$ cat src/rtl/writeback_queue.sv
// Purpose: selects the writeback result, aligns/extends load data and queues register-file writes.
// Latency: an accepted write is presented on write_* one cycle later; no input-to-output passthrough.
// Backpressure: in_ready drops while the queue is full; write_ack cannot reopen it in the same cycle.
//
// Ports:
//   clk, rst          clock, synchronous active-high reset
//   in_valid/in_ready MEM-stage handshake; in_reg_write/in_rd/in_src pick destination and source
//   in_alu/in_mem/in_pc/in_imm  candidate result values
//   in_msize/in_munsigned/in_boff  load size, extension mode and little-endian byte offset
//   write_en/write_addr/write_data/write_ack  register-file write port driven from the queue head
//   byp_addr/byp_hit/byp_data  forwarding lookup over pending writes (youngest match wins)
//   count             number of pending writes
module writeback_queue #(
    parameter int W           = 32,
    parameter int RA_W        = 5,
    parameter int DEPTH       = 2,
    parameter int SRC_W       = 2,
    parameter int LINK_OFFSET = 4
) (
    input  logic                     clk,
    input  logic                     rst,
    input  logic                     in_valid,
    output logic                     in_ready,
    input  logic                     in_reg_write,
    input  logic [RA_W-1:0]          in_rd,
    input  logic [SRC_W-1:0]         in_src,
    input  logic [W-1:0]             in_alu,
    input  logic [W-1:0]             in_mem,
    input  logic [W-1:0]             in_pc,
    input  logic [W-1:0]             in_imm,
    input  logic [1:0]               in_msize,
    input  logic                     in_munsigned,
    input  logic [1:0]               in_boff,
    output logic                     write_en,
    output logic [RA_W-1:0]          write_addr,
    output logic [W-1:0]             write_data,
    input  logic                     write_ack,
    input  logic [RA_W-1:0]          byp_addr,
    output logic                     byp_hit,
    output logic [W-1:0]             byp_data,
    output logic [$clog2(DEPTH):0]   count
);
    localparam int PW = $clog2(DEPTH);
    localparam int CW = $clog2(DEPTH) + 1;

    logic [RA_W-1:0] ent_rd  [DEPTH];
    logic [W-1:0]    ent_dat [DEPTH];
    logic [PW-1:0]   head;
    logic [PW-1:0]   tail;
    logic [CW-1:0]   occ;

    logic            full;
    logic            empty;
    logic            enq;
    logic            deq;

    assign full     = (occ == CW'(DEPTH));
    assign empty    = (occ == '0);
    // Full is decided from registered occupancy only, so write_ack never reaches in_ready.
    assign in_ready = !full;
    // Writes without a destination, or to the hard-wired zero register, are consumed silently.
    assign enq      = in_valid && in_ready && in_reg_write && (in_rd != '0);
    assign deq      = !empty && write_ack;

    // Load alignment: byte lane chosen by the full offset, half lane by offset bit 1 only.
    logic [7:0]   ld_byte;
    logic [15:0]  ld_half;
    logic         sext;
    logic [W-1:0] mem_val;
    logic [W-1:0] sel_dat;

    assign ld_byte = in_mem[{in_boff, 3'b000} +: 8];
    assign ld_half = in_mem[{in_boff[1], 4'b0000} +: 16];
    assign sext    = !in_munsigned;

    always_comb begin
        mem_val = in_mem;
        case (in_msize)
            2'd0:    mem_val = {{(W-8){sext & ld_byte[7]}}, ld_byte};
            2'd1:    mem_val = {{(W-16){sext & ld_half[15]}}, ld_half};
            default: mem_val = in_mem;
        endcase
    end

    always_comb begin
        sel_dat = in_alu;
        if (in_src == SRC_W'(1))
            sel_dat = mem_val;
        else if (in_src == SRC_W'(2))
            sel_dat = in_pc + W'(LINK_OFFSET);
        else if (in_src == SRC_W'(3))
            sel_dat = in_imm;
    end

    always_ff @(posedge clk) begin
        if (rst) begin
            head <= '0;
            tail <= '0;
            occ  <= '0;
            for (int i = 0; i < DEPTH; i++) begin
                ent_rd[i]  <= '0;
                ent_dat[i] <= '0;
            end
        end else begin
            if (enq) begin
                ent_rd[tail]  <= in_rd;
                ent_dat[tail] <= sel_dat;
                tail          <= tail + PW'(1);
            end
            if (deq)
                head <= head + PW'(1);
            case ({enq, deq})
                2'b10:   occ <= occ + CW'(1);
                2'b01:   occ <= occ - CW'(1);
                default: occ <= occ;
            endcase
        end
    end

    // Dequeued slots keep stale contents, so the head is masked when the queue is empty.
    assign write_en   = !empty;
    assign write_addr = empty ? '0 : ent_rd[head];
    assign write_data = empty ? '0 : ent_dat[head];
    assign count      = occ;

    // Walk from oldest to youngest so the last match seen is the youngest pending write.
    logic [PW-1:0] byp_idx;
    always_comb begin
        byp_hit  = 1'b0;
        byp_data = '0;
        byp_idx  = head;
        for (int k = 0; k < DEPTH; k++) begin
            byp_idx = head + PW'(k);
            if ((CW'(k) < occ) && (byp_addr != '0) && (ent_rd[byp_idx] == byp_addr)) begin
                byp_hit  = 1'b1;
                byp_data = ent_dat[byp_idx];
            end
        end
    end
endmodule
$ cat config.mk
export PLATFORM = sky130hd
export DESIGN_NAME = writeback_queue
export DESIGN_NICKNAME = d
export VERILOG_FILES = /design/src/rtl/writeback_queue.sv
export SDC_FILE = /design/constraint.sdc
export NUM_CORES = 1
export LEC_CHECK = 0
export CELL_PAD_IN_SITES_DETAIL_PLACEMENT = 0
export CELL_PAD_IN_SITES_GLOBAL_PLACEMENT = 1
export CORE_ASPECT_RATIO = 1.25
export CORE_MARGIN = 4
export CORE_UTILIZATION = 36
export CTS_CLUSTER_DIAMETER = 150
export DETAILED_ROUTE_END_ITERATION = 6
export GPL_TIMING_DRIVEN = 0
export HOLD_SLACK_MARGIN = 0.02
export PLACE_DENSITY_LB_ADDON = 0.1
export SKIP_CTS_REPAIR_TIMING = 1
export SLEW_MARGIN = 40
export SYNTH_ARGS = -nofsm -noshare
export SYNTH_HDL_FRONTEND = slang
export SYNTH_SLANG_ARGS = --single-unit
$ cat constraint.sdc
create_clock -name clk -period 7.9 [get_ports clk]
set_input_delay 0.79 -clock clk [delete_from_list [all_inputs] [get_ports clk]]
set_output_delay 0.79 -clock clk [all_outputs]
set_load 0.05 [all_outputs]
==> Word level (Yosys, flattened, before mapping) <==
Memory sizes are Yosys's and may differ from the RTL's. A register that Yosys moved wholly into a read port is not among the register bits.
Index checks and enable logic that the tools add are counted.
W data, S select, Z words.
{ "word_totals": {"mem_bits_rw": 74, "rom_bits": 0, "latchBits": 0, "out_inout_bits": 74, "ff_bits": 4, "word_cells": 69, "n_memories": 2} }
{ "op_classes": {"addsub": 5, "n_lt_le_gt_ge": 2, "n_eq_ne": 9, "bitwise_logic": 2, "shifts": 2, "div": 0, "mul": 0, "reduce_logical": 18, "mux": 26} }
{ "memory_table": {"columns": ["name", "words", "width", "rd", "rd_clocked_by_memory_dff", "write_ports", "line_no", "source"], "rows": [
  ["ent_dat", 2, 32, 2, 1, 2, "47", "logic [W-1:0] ent_dat [DEPTH];"],
  ["ent_rd", 2, 5, 2, 1, 2, "46", "logic [RA_W-1:0] ent_rd [DEPTH];"]
]} }
{ "ops": {"columns": ["op", "n"], "rows": [
  ["$mux W32", 7],
  ["$pmux W32 S2", 1],
  ["$add A32 B3 Y32 const B", 1],
  ["$reduce_or A32 Y1", 1],
  ["$shiftx A32 B6 Y16", 1],
  ["$shiftx A32 B6 Y8", 1],
  ["$mux W1", 15],
  ["$eq A5 B5 Y1", 2],
  ["$mux W5", 2],
  ["$reduce_bool A5 Y1", 2],
  ["$eq A2 B2 Y1 const B", 4],
  ["$logic_and A1 B1 Y1", 8],
  ["$eq A2 B1 Y1 const B", 3],
  ["$reduce_or A5 Y1", 1],
  ["$logic_not A2 Y1", 2],
  ["$lt A1 B2 Y1 const A", 2],
  ["$pmux W2 S2", 1],
  ["$logic_not A1 Y1", 3],
  ["$add A1 B1 Y1 const B", 2],
  ["$add A2 B1 Y2 const B", 1],
  ["$and A1 B1 Y1", 2],
  ["$reduce_bool A2 Y1", 1],
  ["$sub A2 B1 Y2 const B", 1]
]} }

==> Longest topological paths before layout <==
Gate-level depths: netlist (run 1).
{ "depth": {"word_depth": 10, "ltp_mapped": 9, "ltp_nobuf": 8} }

==> Worst setup path before layout (run 1) <==
OpenSTA, ideal clock, no wires.
{ "synth_timing": {"path_type": "reg-to-reg", "from": "register occ[0] (netlist: count[0])", "to": "memory ent_dat[0][0], enable pin", "setup_time_ns": 0.439, "required_time_ns": 7.461, "arrival_time_ns": 3.433, "path_stages_with_launch": 6, "path_slack_ns": 4.028, "synth_period_minus_slack_ns": 3.872, "path_cell_list": "dfxtp_1 inv_1 ha_1 inv_1 o2111ai_1 o21bai_1"} }
{ "synth_rtl": {"columns": ["item", "line_no", "source"], "rows": [
  ["start: declaration", "50", "logic [CW-1:0] occ;"],
  ["start signal: assignment", "113", "2'b10: occ <= occ + CW'(1);"],
  ["start signal: assignment", "114", "2'b01: occ <= occ - CW'(1);"],
  ["end: declaration", "47", null]
]} }

==> Worst setup path after layout (run 1) <==
{ "layout_timing": {"from": "input port byp_addr[0]", "to": "output port byp_data[12]"} }
{ "layout_via": {"elab_chain_len": 5, "elab_cells_between_ends": 9, "classes_between": "2 x eq/ne; 2 x mux; 5 x reduce/logical"} }
{ "layout_lines": {"columns": ["item", "line_no", "source"], "rows": [
  ["start: declaration", "38", "input logic [RA_W-1:0] byp_addr,"],
  ["$reduce_bool A5 Y1", "134", "if ((CW'(k) < occ) && (byp_addr != '0) && (ent_rd[byp_idx] == byp_addr)) begin"],
  ["$logic_and A1 B1 Y1 (2 in series)", "134", null],
  ["$mux W32", "134", null],
  ["$mux W32 (*)", "134", null],
  ["end: declaration", "40", "output logic [W-1:0] byp_data,"]
]} }
Every way passes the cells marked *; elsewhere a longest branch is shown, timed or not.

==> results of run 1 <==
==> cell families (layout without fill, tap and decap cells) <==
group | after synthesis | in the layout | synth area share
xor+xnor | 32 | 32 | 0.0453
mux | 51 | 51 | 0.0903
flops | 79 | 79 | 0.375
fa+ha+maj | 5 | 5 | 0.0101
compound gates | 158 | 158 | 0.167
buf+inv | 84 | 322 | 0.0556
simple gates | 317 | 317 | 0.257
==> through the flow <==
| step | setup WS (ps) | util | cell area [sq um] | hold slack, ps |
|---|---|---|---|---|
| after floorplan | 4030 | - | 6190 | 509 |
| after global placement | 2980 | 0.515 | 8670 | 530 |
| after detailed placement | 3050 | 0.519 | 8740 | 557 |
| after CTS | 3040 | 0.537 | 9040 | 573 |
| after global routing | 2860 | 0.537 | 9040 | 615 |
| final | 3040 | 0.537 | 9040 | 574 |
==> Yosys cell counts (2+ instances only) <==
cell type	number
a211oi_1	11
a21o_1	6
a21oi_1	64
a221oi_1	2
a22o_1	24
a31o_2	2
a31oi_1	6
and2_1	3
and3_1	9
and4_1	3
buf_1	10
buf_2	11
buf_6	2
clkbuf_1	29
dfxtp_1	5
edfxtp_1	74
ha_1	5
inv_1	31
mux2_2	9
mux2i_1	37
mux2i_2	2
mux4_2	2
nand2_1	38
nand2b_1	13
nand3_1	28
nand3b_1	10
nand4_1	18
nor2_1	109
nor2b_1	9
nor3_1	40
nor4_1	12
o211ai_1	4
o21ai_0	13
o221ai_1	9
o22ai_1	9
or3_1	18
xnor2_1	19
xor2_1	13
==> worst reg2reg max path: cells and delay by family (launching register included) <==
kind / cells / cell delay, ps
adder cells (fa/ha/maj): 1 / 200
flip-flops: 1 / 390
buffers and inverters: 3 / 480
AO/OA/AOI/OAI: 1 / 310
AND/OR/NAND/NOR: 2 / 1090
==> sequential cells by signal, summed over array words and instances (netlist names), named ones only <==
| name | flops |
|---|---|
| count | 2 |
| ent_dat | 64 |
| ent_rd | 10 |
| head | 1 |
| tail | 1 |
==> layout make-up <==
cell class                 instances  area [sq um]  share of cell area
buffer                            52           224              0.0248
clock buffer                       9           225              0.0249
clock inverter                     7          77.6             0.00858
inverter                          32           120              0.0133
multi-input combinational        563          3550               0.393
sequential                        79          2320               0.257
tap                              220           275              0.0304
timing repair buffer             222          2240               0.248
==> layer usage <==
metal | vias up | global-route usage
li1 | 3147 | -
met1 | 3169 | 0.290
met2 | 331 | 0.459
met3 | 68 | 0.0428
met4 | 2 | 0.0997
met5 | - | 0
==> final timing paths <==
kind / startpoint / endpoint / slack (ps) / depth (start not counted)
min reg2reg: count[1] / count[1] / 570 / 2
max reg2reg: count[0] / ent_dat[1][13] / 5030 / 7
max: byp_addr[0] / byp_data[12] / 3040 / 9
min: count[1] / count[1] / 570 / 2
==> power breakdown <==
part	total [mW]	internal (mW)	switching, mW
sequential	0.536	0.508	0.0274
combinational	0.987	0.354	0.633
clock	0.418	0.248	0.170
==> cell usage in the layout (no fill, tap or decap), drive strengths merged, types with 25 or more instances in the layout <==
| cell type | n |
|---|---|
| mux2i | 39 |
| nand3 | 29 |
| nor2 | 109 |
| clkdlybuf4s50 | 220 |
| clkbuf | 38 |
| a21oi | 64 |
| nand2 | 38 |
| buf | 25 |
| inv | 34 |
| nor3 | 40 |
| edfxtp | 74 |
==> metrics, run 1 <==
run status finished, final reports clean; Detailed Route Iter0 Violations 469; antenna viol nets, final 0; Finished Layout Cells ~1.2k; hpwl dp approximately 21 mm; register area share after synthesis 0.375; Slew Limit Fails 0; Root Buffer clkbuf_16; startpoint types primary input; pwr dens approximately 210 mW/mm^2; Boundary Pins between 200 and 250; cell family with most CP delay buffers and inverters; Setup Skew around 11 ps; dpl cells approximately 1.2k; Site Rows between 50 and 60; Most used DFF post-synth edfxtp_1; Die ar. 0.0194 sq mm; clock slew at reported path FFs ~70 ps; via count around 6.7k; global-route wire length before repair roughly 38 mm; M1 WL between 9 and 10 mm; Mapped Nets about 880; CTS tree built; post-synthesis cell count around 730; critical path peak fanout 10; setup repair after global routing missed its margin false; Max Buffers Root-to-Sink 2; wire per inst 21.5 microns; most frequent cell on the critical path clkdlybuf4s50_1; critical path arrival 4070 ps; number of buffers created by CTS 9; final antenna diode count 0; drt first pass iters 7; Crit-path slowest cell clkdlybuf4s50_1; worst-margin pin slew approximately 870 ps; Period minus WS final between 4000 and 5000 ps; Synth Warn # 0; worst hold path type register to register; CP peak stage delay 820 ps; Synth Cell Area just over 0.006 sq mm; Yosys top cell by area edfxtp_1; cells along the critical path clkdlybuf4s50_1 -> or4_1 -> nand3_1 -> o21ai_0 -> nor4b_4 -> mux2i_2 -> buf_2 -> a22o_1 -> clkdlybuf4s50_1; CP endpoint kind output port; GRT overflow 0; Tot Pwr just under 2 mW; number of synthesized flops with an enable pin 74; slew margin rel. 0.417; Final Cycle Share 0.615; synthesized area per cell around 8.5 sq um; vias per inst ~5.7; nets roughly 1.1k; largest net degree at the start of global routing 38; DR WL met2 between 10 and 15 mm; Initial Utilization 0.368; die height ~150 microns; htree depth 3; worst skew pair latency 330 ps; IO buf count 220; Clock Sinks slightly below 80; synth unique cells 55; maximum vdd drop between 0.1 and 0.15 mV; P_leak roughly 3.2 nW; Routed WL ~25 mm; initial antenna violation count 1; layout cell share with drive strength beyond 1 0.0571; synth top area cells edfxtp_1 36%, nor2_1 6.6%, mux2i_1 6.0%; Filler cells 1608; worst path bufs/invs 3; Setup violations, final 0; crit path kind primary input to output port; P&R area growth vs syn 46.0%; core area roughly 0.017 sq mm; GRT Total Usage 0.251; Worst Path Required ~7100 ps; register bit total from synthesis 79; Setup TNS 0 ps; gpl congestion 0.934; Hold Vio Cnt, Final 0; # Max-Cap Violations 0; met3 routed wirelength around 1.5 mm; Max Fclk just over 200 MHz; die width roughly 130 microns; Top Metal Used met5; async set-reset flop share out of synthesis 0; top-area cell type share of the netlist area 0.359; vias in the first global route slightly below 7k; # DRC 0
(Power assumes the default switching activity.)
==> run 2, diff against run 1 <==
Settings changed: CORE_UTILIZATION 36 to 30.
Clock period 7.9 ns to 4.3 ns, I/O delays scaled along.
==> run 2 against run 1 <==
  * Sequential cell count stayed put
  * Power is 84% higher
  * Sequential share of layout area is 0.24 points lower
  * Non-clock buffer count is 1 higher
  * Register-to-register slack worse by 3600 ps
  * Routed wire length is 0.24% lower
  * Largest power group unchanged
  * Clock skew is 5.6 ps lower
  * Combinational power is 84% higher
  * Critical path depth stayed put
  * Clock power is 86% higher
  * Utilization is 8.6 points lower
  * Final cell count is 4.4% higher
==> metrics, run 2 (synthesis results as in run 1) <==
run status finished, final reports clean; Period minus WS final 4020 ps; die height 169 microns (+9.1%); Setup TNS 0 ps (unchanged); FF-to-FF Start count[0]; startpoint types primary input; vias per inst 5.22 (-8.0%); CP endpoint kind output port; clock network power share 0.217 (about the same); Site Rows 58 (+9.4%); Hold Vio Cnt, Final 0 (unchanged); drt first pass iters 5 (-2); CP startpoint byp_addr[0]; P&R area growth vs syn 47.4%; commonest non-fill, non-tap cell in the layout clkdlybuf4s50_1; most frequent cells in the layout 220 x clkdlybuf4s50_1, 109 x nor2_1, 74 x edfxtp_1; Internal 2.04 mW (+84%); R2R setup slack 1430 ps (-3600 ps); wire per inst 20.6 microns (-4.4%); Gate power share 0.508 (about the same); largest net degree at the start of global routing 38 (unchanged); layout cell share with drive strength beyond 1 0.0591 (+0.00201); dpl cells 1218 (+4.3%); initial antenna violation count 1 (unchanged); Final Cycle Share 0.934; hpwl dp 20.9 mm (-0.78%); antenna viol nets, final 0 (unchanged); max FFs per register 64 (unchanged); IO buf count 220 (unchanged); Clock Sinks 79 (unchanged); setup repair after global routing missed its margin false; Largest Register ent_dat; crit path capture byp_data[21]; final core utilization 0.451 (-0.0861); gpl congestion 0.922 (-1.3%); Flop pwr share 0.274 (-0.002); GRT overflow 0 (unchanged); Psw 1.53 mW (+85%); crit path kind primary input to output port; critical path peak fanout 10 (unchanged); Detailed Route Iter0 Violations 401 (-14%); Boundary Pins 224 (unchanged); slew margin rel. 0.542 (+0.125); worst skew pair latency 330 ps (about the same); die width 137 microns (+8.9%); Slew Limit Fails 0 (unchanged); Worst Path Required 3870 ps (-3240 ps); Setup violations, final 0 (unchanged); nets 1115 (+0.090%); Setup Skew 5.81 ps (-5.60 ps); Root Buffer clkbuf_16; htree depth 3 (unchanged); clock slew at reported path FFs 60 ps (about the same); global-route wire length before repair 38.0 mm (-0.70%); switching share of power 0.429 (+0.00105); Tot Pwr 3.58 mW (+84%); P_leak 3.23 nW (about the same); number of buffers created by CTS 9 (unchanged); vias in the first global route 6606 (-4.1%); # DRC 0 (unchanged); Finished Layout Cells 1236 (+4.4%); worst-margin pin slew 687 ps (-185 ps); Initial Utilization 0.306 (-0.0618); GRT Total Usage 0.217 (-0.0338); Die ar. 0.0230 sq mm (+19%); Max Fclk ~250 MHz; Filler cells 2014 (+25%); Worst Reg2Reg Path Length in Cells 7 (unchanged); maximum vdd drop 0.170 mV (+31%); worst hold path type primary input to register; CTS tree built; Max Buffers Root-to-Sink 2 (unchanged); # Max-Cap Violations 0 (unchanged); core area 0.0202 sq mm (+20%); Final Cell Area 0.00913 sq mm (+0.93%); critical path arrival 3590 ps (-480 ps); area post-placement 0.00880 sq mm (+0.72%); Reg2Reg Capture Point ent_dat[1][2]; Routed WL 25.4 mm (-0.24%); via count 6453 (-3.9%); pwr dens 392 mW/mm^2 (+83%)
[run 2: changes by cell type in the layout (fill, tap and decap cells not counted), sizes merged]
cell	before	now
diode	0	1
clkinvlp	0	1
inv	34	35
clkinv	4	2
buf	25	26
[run 2: worst min-delay path by stage]
stage / start / to / slack (ps) / cells after the start
2_1_floorplan: tail / tail / 510 / 2
3_3_place_gp: tail / tail / 540 / 2
3_5_place_dp: count[1] / count[1] / 560 / 2
4_1_cts: rst / register / 440 / 2
5_1_grt: rst / head / 440 / 2
6_report: rst / tail / 440 / 2
[run 2: power by group through the flow]
stage	logic, mW	registers, mW	clock network (mW)
after floorplan	1.11	1.02	0
after global placement	1.82	0.999	0
after detailed placement	1.83	0.998	0
after CTS	1.83	0.982	0.784
after global routing	1.93	0.991	0.819
final	1.82	0.981	0.777
[run 2: routing by layer]
metal	track usage	vias to the layer above	part of all wire
li1	-	3150	-
met1	0.257	2972	0.40
met2	0.380	278	0.50
met3	0.0479	51	0.071
met4	0.0829	2	0.035
met5	0	-	0.00031
[run 2: worst max-delay path, stage by stage]
cell and delay [ps]:
clkdlybuf4s50_1 470, or4_1 570, nand3_1 100, o21ai_0 90, nor4b_4 150, mux2i_2 400
buf_2 330, a22o_1 220, clkdlybuf4s50_1 820
[run 2: layout make-up]
cell class                      instances  area (sq um)  area share
Sequential cell                        79          2320       0.254
Buffer                                 52           224      0.0245
Tap cell                              270           338      0.0370
Antenna cell                            1          2.50    0.000274
Multi-Input combinational cell        563          3560       0.390
Timing Repair Buffer                  223          2250       0.247
Clock inverter                          7          78.8     0.00864
Clock buffer                            9           225      0.0247
Inverter                               32           120      0.0132
[run 2: metrics by stage]
| step | hold slack [ps] | setup slack, ps |
|---|---|---|
| 2_1_floorplan | 509 | 428 |
| 3_3_place_gp | 536 | -505 |
| 3_5_place_dp | 558 | 179 |
| 4_1_cts | 443 | 140 |
| 5_1_grt | 443 | 52.8 |
| 6_report | 443 | 283 |
==> run 3, diff against run 2 <==
Settings changed: SLEW_MARGIN 40 to 20.
==> run 3 against run 2 <==
  * Sequential share of layout area is essentially flat
  * Utilization about the same
  * Clock skew decreased by 0.97 ps
  * Power decreased by 0.37%
  * Die area unchanged
  * Via count down 0.26%
  * Final cell count about the same
  * Maximum frequency is 1.4% lower
  * Routed wire length fell by 0.45%
  * Worst hold slack better by 12 ps
  * Clock-buffer cell count unchanged
  * Global-route usage hardly changed
  * Highest routed layer unchanged
==> metrics, run 3 (synthesis results as in run 1) <==
run status finished, final reports clean; htree depth 3 (unchanged); Final Cycle Share 0.947 (+0.0129); Hold Vio Cnt, Final 0 (unchanged); critical path peak fanout 10 (unchanged); Setup TNS 0 ps (unchanged); GRT Total Usage 0.217 (about the same); commonest non-fill, non-tap cell in the layout clkdlybuf4s50_1; cell family with most CP delay buffers and inverters; crit path kind primary input to output port; drt first pass iters 5 (unchanged); Clock Sinks 79 (unchanged); Slew Limit Fails 0 (unchanged); CTS tree built; vias per inst 5.21 (-0.18%); number of buffers created by CTS 9 (unchanged); largest net degree at the start of global routing 22 (-42%); Setup Skew 4.84 ps (-0.970 ps); Site Rows 58 (unchanged); FF-to-FF Start count[0]; most frequent cell on the critical path clkdlybuf4s50_1; Max Fclk 246 MHz (-1.4%); gpl congestion 0.922 (unchanged); worst-margin pin slew 988 ps (+301 ps); setup repair after global routing missed its margin false; dpl cells 1218 (unchanged); worst skew pair latency 330 ps (about the same); die height 169 microns (unchanged); Root Buffer clkbuf_16; pwr dens 391 mW/mm^2 (-0.29%); layout cell share with drive strength beyond 1 0.0580 (-0.00104); Period minus WS final 4070 ps (+55.5 ps); worst path bufs/invs 3 (unchanged); die width 137 microns (unchanged); Largest Register ent_dat; vias in the first global route 6593 (-0.20%); GRT overflow 0 (unchanged); startpoint types primary input; wire per inst 20.5 microns (-0.37%); slew margin rel. 0.335 (-0.207); Detailed Route Iter0 Violations 381 (-5.0%); Crit-path slowest cell clkdlybuf4s50_1; initial antenna violation count 1 (unchanged); final antenna diode count 0 (-1); P_leak 3.23 nW (about the same); nets 1115 (unchanged); max FFs per register 64 (unchanged); Setup violations, final 0 (unchanged); most frequent cells in the layout 220 x clkdlybuf4s50_1, 109 x nor2_1, 74 x edfxtp_1; Max Buffers Root-to-Sink 2 (unchanged); # Max-Cap Violations 0 (unchanged); Die ar. 0.0230 sq mm (unchanged); Filler cells 2034 (+0.99%); antenna viol nets, final 0 (unchanged); CP startpoint byp_addr[0]; worst hold path type primary input to register; hpwl dp 21.0 mm (+0.10%); Initial Utilization 0.306 (unchanged); IO buf count 220 (unchanged); worst hold start rst; CP endpoint kind output port; maximum vdd drop 0.204 mV (+20%); Worst Path Required 3870 ps (about the same); global-route wire length before repair 38.2 mm (+0.29%); P&R area growth vs syn 47.2% (about the same); critical path arrival 3640 ps (+50 ps); Routed WL 25.3 mm (-0.45%); # DRC 0 (unchanged); Finished Layout Cells 1235 (-0.081%); core area 0.0202 sq mm (unchanged); via count 6436 (-0.26%); Tot Pwr 3.56 mW (-0.37%); Boundary Pins 224 (unchanged); cells along the critical path clkdlybuf4s50_1 -> or4_1 -> nand3_1 -> o21ai_0 -> nor4b_4 -> mux2i_2 -> buf_2 -> a22o_1 -> clkdlybuf4s50_1; CP peak stage delay 820 ps (about the same); clock slew at reported path FFs 60 ps (about the same)
[run 3: cell count changes in the layout (fill, tap and decap cells not counted), sizes merged]
cell   before  now
diode       1    0
[run 3: power by group]
| group | internal [mW] | total, mW | switching (mW) |
|---|---|---|---|
| clock | 0.456 | 0.765 | 0.309 |
| combinational | 0.651 | 1.82 | 1.17 |
| sequential | 0.934 | 0.982 | 0.0480 |
| total | 2.04 | 3.56 | 1.52 |
[run 3: cell type report]
type	count	area, sq um	area share
sequential	79	2320	0.255
multi-input combinational	563	3550	0.389
clock inverter	7	77.6	0.00851
buffer	52	224	0.0246
timing repair buffer	223	2260	0.248
tap	270	338	0.0371
inverter	32	120	0.0132
clock buffer	9	225	0.0247
[run 3: routing by layer]
layer	up-vias	share of wire	GRT usage
met5	-	0.00032	0
met4	2	0.033	0.0754
met3	40	0.060	0.0437
met2	253	0.50	0.383
met1	2985	0.40	0.260
li1	3156	-	-
[run 3: final timing paths]
check / endpoint / slack, ps / cells after the start
setup / recovery: byp_data[21] / 230 / 9
hold / removal: tail / 460 / 2
setup reg to reg: ent_dat[1][1] / 1320 / 8
hold reg to reg: count[1] / 560 / 2
[run 3: through the flow]
stage	setup WS, ps	util	area (sq um)	hold slack, ps
after detailed placement	173	0.435	8800	550
after CTS	124	0.450	9100	445
final	227	0.450	9120	455
after floorplan	428	-	6190	509
after global placement	-505	0.431	8730	536
after global routing	56.0	0.450	9120	465
[run 3: worst reg2reg max path, cell delays in order (launching register included)]
cell and delay (ps):
dfxtp_1 390, inv_1 90, ha_1 190, inv_1 70
o2111ai_1 310, or3b_2 580, clkbuf_1 290, nand2b_2 500
buf_16 240
